## src/rtl/qracc_psum_tiler.sv

```systemverilog
// Partial-sum tiler: issues (row, column) tile requests, accumulates MAC partial
// sums across row tiles with signed saturation, and hands out one result per column.
module qracc_psum_tiler #(
    parameter int numOutputs      = 32,
    parameter int accumulatorBits = 16,
    parameter int psumBits        = 20,
    parameter int maxRowTiles     = 16,
    parameter int maxColTiles     = 64,
    localparam int rowIdxBits     = $clog2(maxRowTiles),
    localparam int colIdxBits     = $clog2(maxColTiles)
) (
    input  logic                                clk,
    input  logic                                nrst,
    input  logic                                clear_i,
    input  logic                                start_i,
    input  logic [rowIdxBits:0]                 num_row_tiles_i,
    input  logic [colIdxBits:0]                 num_col_tiles_i,
    output logic                                tile_req_valid_o,
    input  logic                                tile_req_ready_i,
    output logic [rowIdxBits-1:0]               tile_row_idx_o,
    output logic [colIdxBits-1:0]               tile_col_idx_o,
    input  logic                                mac_valid_i,
    input  logic [numOutputs*accumulatorBits-1:0] mac_data_i,
    output logic                                out_valid_o,
    input  logic                                out_ready_i,
    output logic [numOutputs*psumBits-1:0]      out_data_o,
    output logic [colIdxBits-1:0]               out_col_idx_o,
    output logic                                busy_o,
    output logic                                done_o,
    output logic                                overflow_o,
    output logic                                protocol_err_o
);

    typedef enum logic [1:0] {IDLE, ISSUE, WAIT_MAC, OUTPUT} state_t;

    localparam logic [rowIdxBits:0] ROW_ONE = (rowIdxBits+1)'(1);
    localparam logic [rowIdxBits:0] ROW_MAX = (rowIdxBits+1)'(maxRowTiles);
    localparam logic [colIdxBits:0] COL_ONE = (colIdxBits+1)'(1);
    localparam logic [colIdxBits:0] COL_MAX = (colIdxBits+1)'(maxColTiles);
    localparam logic [psumBits-1:0] PSUM_MAX = {1'b0, {(psumBits-1){1'b1}}};
    localparam logic [psumBits-1:0] PSUM_MIN = {1'b1, {(psumBits-1){1'b0}}};

    state_t                  state, next_state;
    logic [rowIdxBits:0]     row_cnt;
    logic [colIdxBits:0]     col_cnt;
    logic [rowIdxBits-1:0]   row_idx;
    logic [colIdxBits-1:0]   col_idx;
    logic [psumBits-1:0]     acc      [numOutputs];
    logic [psumBits-1:0]     acc_next [numOutputs];
    logic                    sat_any;
    logic                    row_last, col_last;
    logic                    job_start, acc_en, row_adv, col_adv, job_done, mac_err;

    function automatic logic [rowIdxBits:0] clamp_rows(input logic [rowIdxBits:0] n);
        if (n == '0)     return ROW_ONE;
        if (n > ROW_MAX) return ROW_MAX;
        return n;
    endfunction

    function automatic logic [colIdxBits:0] clamp_cols(input logic [colIdxBits:0] n);
        if (n == '0)     return COL_ONE;
        if (n > COL_MAX) return COL_MAX;
        return n;
    endfunction

    assign row_last = (({1'b0, row_idx} + ROW_ONE) == row_cnt);
    assign col_last = (({1'b0, col_idx} + COL_ONE) == col_cnt);

    always_ff @(posedge clk or posedge nrst) begin
        if (nrst) state <= IDLE;
        else      state <= next_state;
    end

    // NOTE: every signal driven here gets a default first, so no path can infer a latch.
    always_comb begin
        next_state       = state;
        busy_o           = 1'b1;
        tile_req_valid_o = 1'b0;
        out_valid_o      = 1'b0;
        job_start        = 1'b0;
        acc_en           = 1'b0;
        row_adv          = 1'b0;
        col_adv          = 1'b0;
        job_done         = 1'b0;
        mac_err          = mac_valid_i && (state != WAIT_MAC);
        case (state)
            IDLE: begin
                busy_o = 1'b0;
                if (start_i) begin
                    job_start  = 1'b1;
                    next_state = ISSUE;
                end
            end
            ISSUE: begin
                tile_req_valid_o = 1'b1;
                if (tile_req_ready_i) next_state = WAIT_MAC;
            end
            WAIT_MAC: begin
                if (mac_valid_i) begin
                    acc_en = 1'b1;
                    if (row_last) next_state = OUTPUT;
                    else begin
                        row_adv    = 1'b1;
                        next_state = ISSUE;
                    end
                end
            end
            OUTPUT: begin
                out_valid_o = 1'b1;
                if (out_ready_i) begin
                    if (col_last) begin
                        job_done   = 1'b1;
                        next_state = IDLE;
                    end else begin
                        col_adv    = 1'b1;
                        next_state = ISSUE;
                    end
                end
            end
            default: next_state = IDLE;
        endcase
        // Abort wins over everything, including a pending done or error.
        if (clear_i) begin
            next_state = IDLE;
            job_start  = 1'b0;
            acc_en     = 1'b0;
            row_adv    = 1'b0;
            col_adv    = 1'b0;
            job_done   = 1'b0;
            mac_err    = 1'b0;
        end
    end

    always_comb begin : accumulate
        logic [psumBits-1:0] mac_ext;
        logic [psumBits:0]   sum;
        sat_any = 1'b0;
        for (int k = 0; k < numOutputs; k++) begin
            mac_ext = {{(psumBits-accumulatorBits){mac_data_i[k*accumulatorBits+accumulatorBits-1]}},
                       mac_data_i[k*accumulatorBits +: accumulatorBits]};
            sum = {acc[k][psumBits-1], acc[k]} + {mac_ext[psumBits-1], mac_ext};
            if (row_idx == '0) begin
                acc_next[k] = mac_ext;
            end else if (sum[psumBits] != sum[psumBits-1]) begin
                acc_next[k] = sum[psumBits] ? PSUM_MIN : PSUM_MAX;
                sat_any     = 1'b1;
            end else begin
                acc_next[k] = sum[psumBits-1:0];
            end
        end
    end

    // NOTE: accumulators live in flops rather than a RAM, so they can and do reset to 0.
    always_ff @(posedge clk or posedge nrst) begin
        if (nrst) begin
            row_cnt        <= '0;
            col_cnt        <= '0;
            row_idx        <= '0;
            col_idx        <= '0;
            done_o         <= 1'b0;
            overflow_o     <= 1'b0;
            protocol_err_o <= 1'b0;
            for (int k = 0; k < numOutputs; k++) acc[k] <= '0;
        end else if (clear_i) begin
            row_cnt        <= '0;
            col_cnt        <= '0;
            row_idx        <= '0;
            col_idx        <= '0;
            done_o         <= 1'b0;
            overflow_o     <= 1'b0;
            protocol_err_o <= 1'b0;
            for (int k = 0; k < numOutputs; k++) acc[k] <= '0;
        end else begin
            done_o <= job_done;
            if (job_start) begin
                row_cnt        <= clamp_rows(num_row_tiles_i);
                col_cnt        <= clamp_cols(num_col_tiles_i);
                row_idx        <= '0;
                col_idx        <= '0;
                overflow_o     <= 1'b0;
                protocol_err_o <= 1'b0;
            end
            if (acc_en) begin
                for (int k = 0; k < numOutputs; k++) acc[k] <= acc_next[k];
                if (sat_any) overflow_o <= 1'b1;
            end
            if (row_adv) row_idx <= row_idx + 1'b1;
            if (col_adv) begin
                col_idx <= col_idx + 1'b1;
                row_idx <= '0;
            end
            if (mac_err) protocol_err_o <= 1'b1;
        end
    end

    assign tile_row_idx_o = row_idx;
    assign tile_col_idx_o = col_idx;
    assign out_col_idx_o  = col_idx;

    for (genvar k = 0; k < numOutputs; k++) begin : g_pack
        assign out_data_o[k*psumBits +: psumBits] = acc[k];
    end

endmodule

```

## config.mk

```make
export PLATFORM = sky130hd
export DESIGN_NAME = qracc_psum_tiler
export DESIGN_NICKNAME = d
export VERILOG_FILES = /design/src/rtl/qracc_psum_tiler.sv
export SDC_FILE = /design/constraint.sdc
export NUM_CORES = 2
export LEC_CHECK = 0
export ABC_AREA = 1
export BUFFER_PORTS_ARGS = -buffer_cell sky130_fd_sc_hd__buf_2
export CAP_MARGIN = 0
export CORE_AREA = 2 2 469 471
export DETAILED_ROUTE_END_ITERATION = 8
export DIE_AREA = 0 0 471 473
export MAX_ROUTING_LAYER = met4
export PLACE_DENSITY_LB_ADDON = 0.15
export SLEW_MARGIN = 20
export SYNTH_ARGS = -nofsm -noshare
export SYNTH_HDL_FRONTEND = slang
export SYNTH_SLANG_ARGS = --single-unit
```

## constraint.sdc

```tcl
create_clock -name clk -period 20.5 [get_ports clk]
set_input_delay 2.05 -clock clk [delete_from_list [all_inputs] [get_ports clk]]
set_output_delay 2.05 -clock clk [all_outputs]
set_load 0.03 [all_outputs]
```

==> flow_metrics.py <==
metrics = {
    "synth": {
        "synth.most_common_cell": "nand2_1",
        "synthArstFlopShare_pct": 100.0,
        "yosys.area.top_type": "nand2_1",
        "ys.warnings.count": 0,
        "ys_ff_latch": 667,
        "ys_types": 42,
        "synth_edf_count": 0,
        "ys_seq_area_share_pct": 21.65,
        "synth_area_per_cell_sq_um": 5.863,
        "ys.flop_type": "dfrtp_1",
        "synthTopCellsByArea": "nand2_1 25%, dfrtp_1 22%, ha_1 11%, inv_1 8.0%, o21ai_0 6.8%",
        "synth_commonest_cells": "5211 x nand2_1, 1638 x inv_1, 1041 x o21ai_0",
        "syn_area_sq_um": 77100,
        "syn-num-nets": 14420,
        "synth_top_area_share_pct": 25.37,
        "netlist_instances": 13150,
    },
    "die": {
        "fp.dieW_um": 471,
        "dieHeight_um": 473,
        "initial_utilization_pct": 35.33,
        "die_area_sq_um": 222800,
        "core_sq_um": 218200,
        "row_count": 172,
        "num_io_pins": 1193,
    },
    "clocking": {
        "cts_tree": "done",
        "hold_buffers": 0,
        "cts_root_buffer": "clkbuf_16",
        "h-tree-depth": 3,
        "cts.clk_slew.worst_paths_ns": 0.06,
        "cts_sinks": 667,
        "clk_latency_ns": 0.76,
        "cts_made_buffers": 94,
        "cts_resized": 0,
        "cts_buffer_depth": 3,
        "post-cts-setup-buffers": 0,
    },
    "sta": {
        "setup_tns_ns": 0,
        "slew_headroom_pct": 24.80,
        "fmax_mhz": 188.7,
        "tightest_slew_ns": 1.128,
        "finalCritPeriodShare_pct": 25.86,
        "rsz0062_at_grt": "no",
        "layout_min_cycle_time_ns": 5.301,
        "timing.final.ws_setup_ns": 15.20,
        "drv_slew": 0,
        "finalSetupViolations": 0,
        "hold_violations": 0,
        "fin_worst_skew_ns": 0.04450,
    },
    "pwr": {
        "swShare_pct": 46.02,
        "combinationalPowerShare_pct": 45.4,
        "vdd.ir_drop.worst_mv": 0.07507,
        "p_switching_mw": 2.818,
        "total_power_mw": 6.125,
        "clock_power_share_pct": 29.5,
        "total_leakage_power_nw": 54.94,
        "cellPowerDensity_nw_per_um2": 68.90,
        "internal_power_mw": 3.306,
        "p_seq_share_pct": 25.1,
    },
    "drt": {
        "wl_met3_um": 21460,
        "wirelength_um": 327900,
        "ant_nets": 0,
        "top_layer_used": "met4",
        "vias": 86660,
        "first_pass_iters": 6,
        "route.detailed.drc": 0,
        "vias_per_cell": 5.046,
        "drt_iter0_drc": 5678,
        "post_drt_wl_per_cell_um": 19.09,
        "met2_length_um": 146700,
        "met1Wirelength_um": 141300,
    },
    "placement": {
        "post-place-ws_ns": 14.20,
        "dp_hpwl_um": 264700,
        "gp_congestion": 0.9924,
        "numPortBuffers": 1192,
    },
    "critical_path": {
        "cp.required_ns": 21.12,
        "r2r_cells": 11,
        "reg2reg_from": "tile_row_idx_o[0]$_DFFE_PP0P_",
        "end_kind": "flop",
        "start_kind": "input port",
        "slowest_delay_ns": 0.85,
        "crit_fanout": 7,
        "crit_type": "input port to flop",
        "rrSetupSlack_ns": 15.77,
        "cpMaxStageDelayCell": "nor4_1",
        "cpMostUsedCell": "nand2_1",
        "crit_chain": "buf_2 -> ha_1 -> fa_1 -> nand2_1 -> inv_1 -> nand2_1 -> nand3_1 -> nand4_1 -> nand4_1 -> and2_1 -> ha_1 -> nor4_1 -> nand4_1 -> nor2_1 -> nand3_1 -> nand2_1 -> nand2_1",
        "cp.arrival_ns": 5.92,
        "reg2reg_to": "out_data_o[557]$_DFFE_PP0P_",
    },
    "final_layout": {
        "drive_gt1_share_pct": 11.53,
        "area_delta_synth_final_pct": 15.29,
        "fin_nets": 15410,
    },
    "grt": {
        "grt_usage_pct": 29.27,
        "antenna_found_initial": 126,
        "grt_max_degree": 184,
        "grt_pass1_wl_um": 497700,
        "grt_overflow": 0,
        "grt_pass1_vias": 82060,
    },
    "hold_path": {
        "hold_path.class": "flop to flop",
        "min_to": "out_data_o[285]$_DFFE_PP0P_",
        "hp-start": "out_data_o[285]$_DFFE_PP0P_",
        "whs_path_depth": 2,
    },
    "flow_run": {
        "maxCapViolCount": 0,
    },
    "status": {
        "status": "complete, no violations",
    },
}
layout by cell type (no fill, tap or decap), types with 47 or more instances in the layout:
master     netlist  final
nand3_1       1035   1035
clkbuf_16        0     96
o21ai_0       1041   1041
or2_2          146    146
diode_2          0     87
nand2_1       5211   5211
and2_1          47     47
nor2_1         833    833
nor3_1         101    100
nand4_1        229    229
a21oi_1        766    766
xor2_1          57     57
dfrtp_1        667    667
buf_2          120   1192
inv_1         1638   1637
o21a_1          77     77
ha_1           705    705
state kept, by name, summed over array words and instances (netlist names):
| name | cells |
|---|---|
| col_cnt | 7 |
| done_o | 1 |
| out_col_idx_o | 6 |
| out_data_o | 640 |
| overflow_o | 1 |
| protocol_err_o | 1 |
| row_cnt | 5 |
| state | 2 |
| tile_row_idx_o | 4 |
logic make-up (layout without fill, tap and decap cells):
| family | Yosys count | count (layout) | synth area share, % |
|---|---|---|---|
| buffers and inverters | 1990 | 3055 | 10.24 |
| flip-flops | 667 | 667 | 21.65 |
| AO/OA/AOI/OAI | 1986 | 1986 | 13.46 |
| XOR/XNOR | 78 | 78 | 0.8860 |
| AND/OR/NAND/NOR | 7692 | 7692 | 41.49 |
| other | 0 | 87 | 0 |
| adder cells (fa/ha/maj) | 737 | 737 | 12.27 |
layer usage:
metal | GRT usage [%] | up-vias
li1 | - | 44430
met1 | 35.47 | 39500
met2 | 45.79 | 2165
met3 | 6.077 | 561
met4 | 15.17 | 0
met5 | - | -
metrics by stage:
stage | hold WS (ns) | cells | utilization (%) | area, sq um
finish | 0.5030 | 17170 | 40.74 | 88900
detailed placement | 0.4925 | 16910 | 39.12 | 85360
CTS | 0.5089 | 17090 | 40.64 | 88680
global placement | 0.4871 | 16910 | 39.12 | 85360
global route | 0.5273 | 17160 | 40.72 | 88870
floorplan | 0.4722 | 13150 | - | 77110
worst max path at each step:
stage,from,endpoint,slack [ns],cells past startpoint
after detailed placement,nrst,out_data_o[182]$_DFFE_PP0P_,14.20,7
after CTS,nrst,out_data_o[233]$_DFFE_PP0P_,15.02,7
final,mac_data_i[352],overflow_o$_DFF_PP0_,15.20,17
after global routing,nrst,out_data_o[233]$_DFFE_PP0P_,14.64,7
after floorplan,nrst,col_cnt[0]$_DFFE_PP0P_,9.33,1
after global placement,nrst,out_data_o[182]$_DFFE_PP0P_,14.30,7
power groups by stage:
| stage | clock (mW) | combinational, mW | sequential, mW |
|---|---|---|---|
| floorplan | 0 | 1.78 | 1.71 |
| global placement | 0 | 2.79 | 1.56 |
| detailed placement | 0 | 2.78 | 1.56 |
| CTS | 1.86 | 2.79 | 1.54 |
| global route | 1.90 | 3.12 | 1.55 |
| finish | 1.80 | 2.78 | 1.54 |
area by class of cell:
class	instances	area, sq um
fillers	24780	129300
multi-input cells	10490	52560
flip-flops and latches	667	16690
repair buffers	1232	6316
inverters	1650	6207
well taps	2871	3592
clock buffers	124	2688
clock inverters	49	628.1
diodes	87	217.7
critical path: cells and delay by family:
kind	cells	cell delay, ns
buf+inv	2	0.17
fa+ha+maj	3	1.33
simple gates	12	2.36
No activity file was read; power rests on OpenSTA's default activity.
